===== src/rtl/fetch_decode_queue.sv =====
// fetch_decode_queue: instruction queue between fetch and decode.
// Holds {PC, ins} pairs in a DEPTH-entry circular buffer with a valid/ready
// handshake on each side, so fetch keeps running while decode stalls.
// flush (redirect) discards all entries; halt freezes the queue.
// The head entry is visible combinationally (first-word fall-through).
// Optional feature macro: FDQ_PREDECODE_EN adds the pd_is_branch/pd_is_jump
// outputs, predecoded from the head opcode.
module fetch_decode_queue #(
  parameter int DEPTH = 2,
  parameter int W     = 32
) (
  input  logic                   CLOCK_50,
  input  logic                   reset,
  input  logic                   in_valid,
  output logic                   in_ready,
  input  logic [W-1:0]           in_pc,
  input  logic [W-1:0]           in_ins,
  input  logic                   flush,
  input  logic                   halt,
  output logic                   out_valid,
  input  logic                   out_ready,
  output logic [W-1:0]           out_pc,
  output logic [W-1:0]           out_ins,
  output logic [$clog2(DEPTH):0] count
`ifdef FDQ_PREDECODE_EN
  ,
  output logic                   pd_is_branch,
  output logic                   pd_is_jump
`endif
);

  localparam int AW = $clog2(DEPTH);
  localparam logic [AW:0]   FULL     = (AW+1)'(DEPTH);
  localparam logic [AW:0]   CNT_ONE  = (AW+1)'(1);
  localparam logic [AW-1:0] PTR_ONE  = AW'(1);
  localparam logic [W-1:0]  NOP_INS  = W'(32'h0000_0013);

  logic [W-1:0]  pc_q  [DEPTH];
  logic [W-1:0]  ins_q [DEPTH];
  logic [AW-1:0] wr_ptr_q, wr_ptr_d;
  logic [AW-1:0] rd_ptr_q, rd_ptr_d;
  logic [AW:0]   count_q, count_d;
  logic          push, pop;

  // Handshake qualifiers; full refuses a push even when a pop happens.
  always_comb begin
    in_ready  = !reset && !flush && !halt && (count_q < FULL);
    out_valid = !reset && !flush && !halt && (count_q != '0);
    push      = in_valid && in_ready;
    pop       = out_valid && out_ready;
  end

  // Head presentation; empty queue shows a NOP at PC 0.
  always_comb begin
    if (count_q == '0) begin
      out_pc  = '0;
      out_ins = NOP_INS;
    end else begin
      out_pc  = pc_q[rd_ptr_q];
      out_ins = ins_q[rd_ptr_q];
    end
  end

  assign count = count_q;

  // Next pointer/occupancy state; pointers wrap naturally since DEPTH is a power of two.
  always_comb begin
    wr_ptr_d = wr_ptr_q;
    rd_ptr_d = rd_ptr_q;
    count_d  = count_q;
    if (flush) begin
      wr_ptr_d = '0;
      rd_ptr_d = '0;
      count_d  = '0;
    end else begin
      if (push) wr_ptr_d = wr_ptr_q + PTR_ONE;
      if (pop)  rd_ptr_d = rd_ptr_q + PTR_ONE;
      case ({push, pop})
        2'b10:   count_d = count_q + CNT_ONE;
        2'b01:   count_d = count_q - CNT_ONE;
        default: count_d = count_q;
      endcase
    end
  end

  // Pointer/occupancy registers with synchronous reset.
  always_ff @(posedge CLOCK_50) begin
    if (reset) begin
      wr_ptr_q <= '0;
      rd_ptr_q <= '0;
      count_q  <= '0;
    end else begin
      wr_ptr_q <= wr_ptr_d;
      rd_ptr_q <= rd_ptr_d;
      count_q  <= count_d;
    end
  end

  // Entry storage; contents need no reset, only the occupancy matters.
  always_ff @(posedge CLOCK_50) begin
    if (push) begin
      pc_q[wr_ptr_q]  <= in_pc;
      ins_q[wr_ptr_q] <= in_ins;
    end
  end

`ifdef FDQ_PREDECODE_EN
  // Predecode of the head opcode, gated by out_valid.
  always_comb begin
    pd_is_branch = out_valid && (out_ins[6:0] == 7'b1100011);
    pd_is_jump   = out_valid && ((out_ins[6:0] == 7'b1101111) ||
                                 (out_ins[6:0] == 7'b1100111));
  end
`endif

endmodule


===== config.mk =====
export PLATFORM = sky130hd
export DESIGN_NAME = fetch_decode_queue
export DESIGN_NICKNAME = d
export VERILOG_FILES = /design/src/rtl/fetch_decode_queue.sv
export SDC_FILE = /design/constraint.sdc
export NUM_CORES = 1
export LEC_CHECK = 0
export ABC_AREA = 0
export BUFFER_PORTS_ARGS = -buffer_cell sky130_fd_sc_hd__buf_4
export CELL_PAD_IN_SITES_DETAIL_PLACEMENT = 0
export CELL_PAD_IN_SITES_GLOBAL_PLACEMENT = 2
export CORE_UTILIZATION = 32
export DETAILED_ROUTE_END_ITERATION = 12
export PLACE_DENSITY_LB_ADDON = 0.1
export REMOVE_ABC_BUFFERS = 1
export SYNTH_ARGS = -nofsm -noshare
export SYNTH_HDL_FRONTEND = slang
export SYNTH_SLANG_ARGS = --single-unit

===== constraint.sdc =====
create_clock -name CLOCK_50 -period 3.95 [get_ports CLOCK_50]
set_clock_uncertainty 0.2 [all_clocks]
set_input_delay 0.395 -clock CLOCK_50 [delete_from_list [all_inputs] [get_ports CLOCK_50]]
set_output_delay 0.395 -clock CLOCK_50 [all_outputs]
set_load 0.02 [all_outputs]

==> metrics.txt <==
Core ar.=15300 sq um; clk buf depth=2; Tcrit/Tclk final=69.8%; reg2reg setup slack=1580 ps; RSZ-0062 raised after global routing=no; fin area=7570 sq um; Seq/Total Area, Yosys=78.2%; antenna fix cells=0; CP Max Fanout=49; Die Y=128 microns; Post-DRT Antenna Nets=0; Hold Violations, Final=0; Power Total=3.30 mW; Min-Delay Path Class=in2reg; Achievable Freq=363 MHz; setup bufs post-CTS=0; Pint=2.70 mW; first-pass GRT wire length=16.1 mm; Worst Path Buf+Inv=2; status=finished, final reports clean; Worst setup EP type=output pin; switching power=0.600 mW; worst path cell trace=buf_4, mux2i_1, nor2_1, buf_4; Slew Viols, Final=0; CP arrival=2160 ps; Die Span X=128 microns; Worst Reg-to-Reg Cells=4; first-pass detailed-route iteration total=4; Critical R2R Capture=pc_q[0][6]$_DFFE_PP_; crit path kind=reg2out; Flop pwr share=47.5%; Routed Wire Length=10.3 mm; sw frac=18.2%; synthesized flop and latch total=133; cell row count=45; total clock buffers created by CTS=17; worst vdd ir=0.000250 V; WHS=147 ps; largest net degree at the start of global routing=65; die area=16300 sq um; clock power share=47.7%; initial antenna violation count=0; slew of the pin with the lowest slew margin=935 ps; Cell Pwr Density=436 nW/um^2; starting density of the core=32.9%; initial drt markers=163; Mapped Area=5040 sq um; Final Setup Violations=0; All-Layer GR Usage=13.5%; CTS tree=done; Synth Instances=300; CTS Sinks=133; Hold Crit Depth=3; slew margin rel.=37.7%; Final WS setup=1190 ps; CP delay by family, top=flip-flops; Clock Pin Slew Worst Setup and Hold Paths=60 ps; vias=3099; syn_area_per_cell=16.8 sq um; share of cells above drive strength 1=32.8%; required time worst endpoint=3360 ps; htree depth=4; critical path startpoint category=flip-flop; Worst-Skew Late Latency=400 ps; Largest stage delay, worst path=900 ps; area delta synth->final=50.1%; Setup WS pre-CTS=1490 ps; dpl cell area=6340 sq um; Final Critical Period=2760 ps; Pleak=2.72 nW; worst hold start=reset; Layout Nets=580; Clock Tree Root=clkbuf_16; yosys warns=0; IO Count=138; DR DRC count=0; post-synth cell types=19; I/O Buffers=137; worst reg2reg path startpoint=count[1]$_SDFFE_PP0P_; HPWL after DPL=6.30 mm; final weighted congestion in routability-driven placement=0.665; Routed WL per cell=14.1 microns; number of global-route vias before repair=3164; combinational power share=4.9%; commonest cells after routing, fill and taps aside=buf_4, edfxtp_1, mux2i_1, nor2_1, dlygate4sd3_1; max-cap violations=0; area taken by multi-input logic gates=1040 sq um; Overflow after GRT=0; DR vias/cell=4.23; Reg area=3950 sq um; Max stage delay cell, worst path=dfxtp_4; cell mode on critical path=buf_4; fillcell total=1389; most common cell after layout, fill and taps aside=buf_4
-- worst max-delay path by stage --
stage	cells past startpoint	startpoint	end	slack, ps
floorplan	3	count[1]$_SDFFE_PP0P_	ins_q[0][0]$_DFFE_PP_	-300
global placement	5	halt	ins_q[0][26]$_DFFE_PP_	1520
detailed placement	5	halt	pc_q[0][6]$_DFFE_PP_	1490
CTS	4	flip-flop	out_pc[8]	1150
global route	4	flip-flop	out_ins[6]	1060
finish	4	flip-flop	out_pc[27]	1190
-- cells by family after synthesis --
group                    Yosys count  share of synthesized area [%]
AO/OA/AOI/OAI                      8                          0.793
multiplexers                      64                           12.7
adder cells (fa/ha/maj)            1                          0.248
XOR/XNOR                           3                          0.521
flip-flops                       133                           78.2
AND/OR/NAND/NOR                   76                           6.05
buffers and inverters             15                           1.51
-- tightest hold or removal path, stage by stage --
cell and delay [ps]:
buf_4 80, or2_2 180, a21oi_1 50
-- final cells by class --
class / instances / share of cell area, %
flip-flops and latches: 133 / 52.1
multi-input cells: 152 / 13.8
repair buffers: 205 / 22.8
clock inverters: 14 / 2.18
clock buffers: 18 / 5.67
well taps: 211 / 3.49
-- Yosys cell counts --
cell type | count | area share [%]
edfxtp_1 | 128 | 76
nor2_1 | 66 | 4.9
mux2i_1 | 64 | 13
buf_2 | 13 | 1.3
dfxtp_1 | 5 | 2.0
o21ai_0 | 5 | 0.50
a21oi_1 | 3 | 0.30
nor3_1 | 3 | 0.30
or3_1 | 2 | 0.25
xnor2_1 | 2 | 0.35
and3_1 | 1 | 0.12
buf_4 | 1 | 0.15
clkbuf_1 | 1 | 0.074
ha_1 | 1 | 0.25
nand2_1 | 1 | 0.074
nand2b_1 | 1 | 0.12
nor3b_1 | 1 | 0.15
or2_2 | 1 | 0.12
xor2_1 | 1 | 0.17
-- stage by stage --
stage,util [%],std cells,TNS (ps)
detailed placement,41.4,637,0
global placement,41.4,637,0
CTS,49.5,733,0
floorplan,-,285,-19480
finish,49.5,733,0
global route,49.5,733,0
-- per-layer routing --
layer / wire length (microns) / vias to the layer above / track usage [%]
li1: - / 1532 / -
met1: 4590 / 1450 / 16.6
met2: 4980 / 104 / 21.4
met3: 597 / 13 / 4.15
met4: 168 / 0 / 6.93
met5: 0 / - / 0
-- flip-flops by register name, indices dropped and copies added, names as in the netlist, named ones only --
signal,flops
ins_q,64
wr_ptr_q,1
rd_ptr_q,1
count,2
pc_q,64
-- timing repair --
action,in CTS,in global routing
resized for setup,0,0
hold buffers,64,0
endpoints found under the hold margin,128,0
-- power by group through the flow --
stage	combinational (mW)	clock [mW]	sequential, mW
2_1_floorplan	0.0292	0	1.60
3_3_place_gp	0.110	0	1.60
3_5_place_dp	0.112	0	1.60
4_1_cts	0.164	1.61	1.57
5_1_grt	0.175	1.68	1.57
6_report	0.161	1.57	1.57
Note: power is estimated with default switching activity, not from simulation.
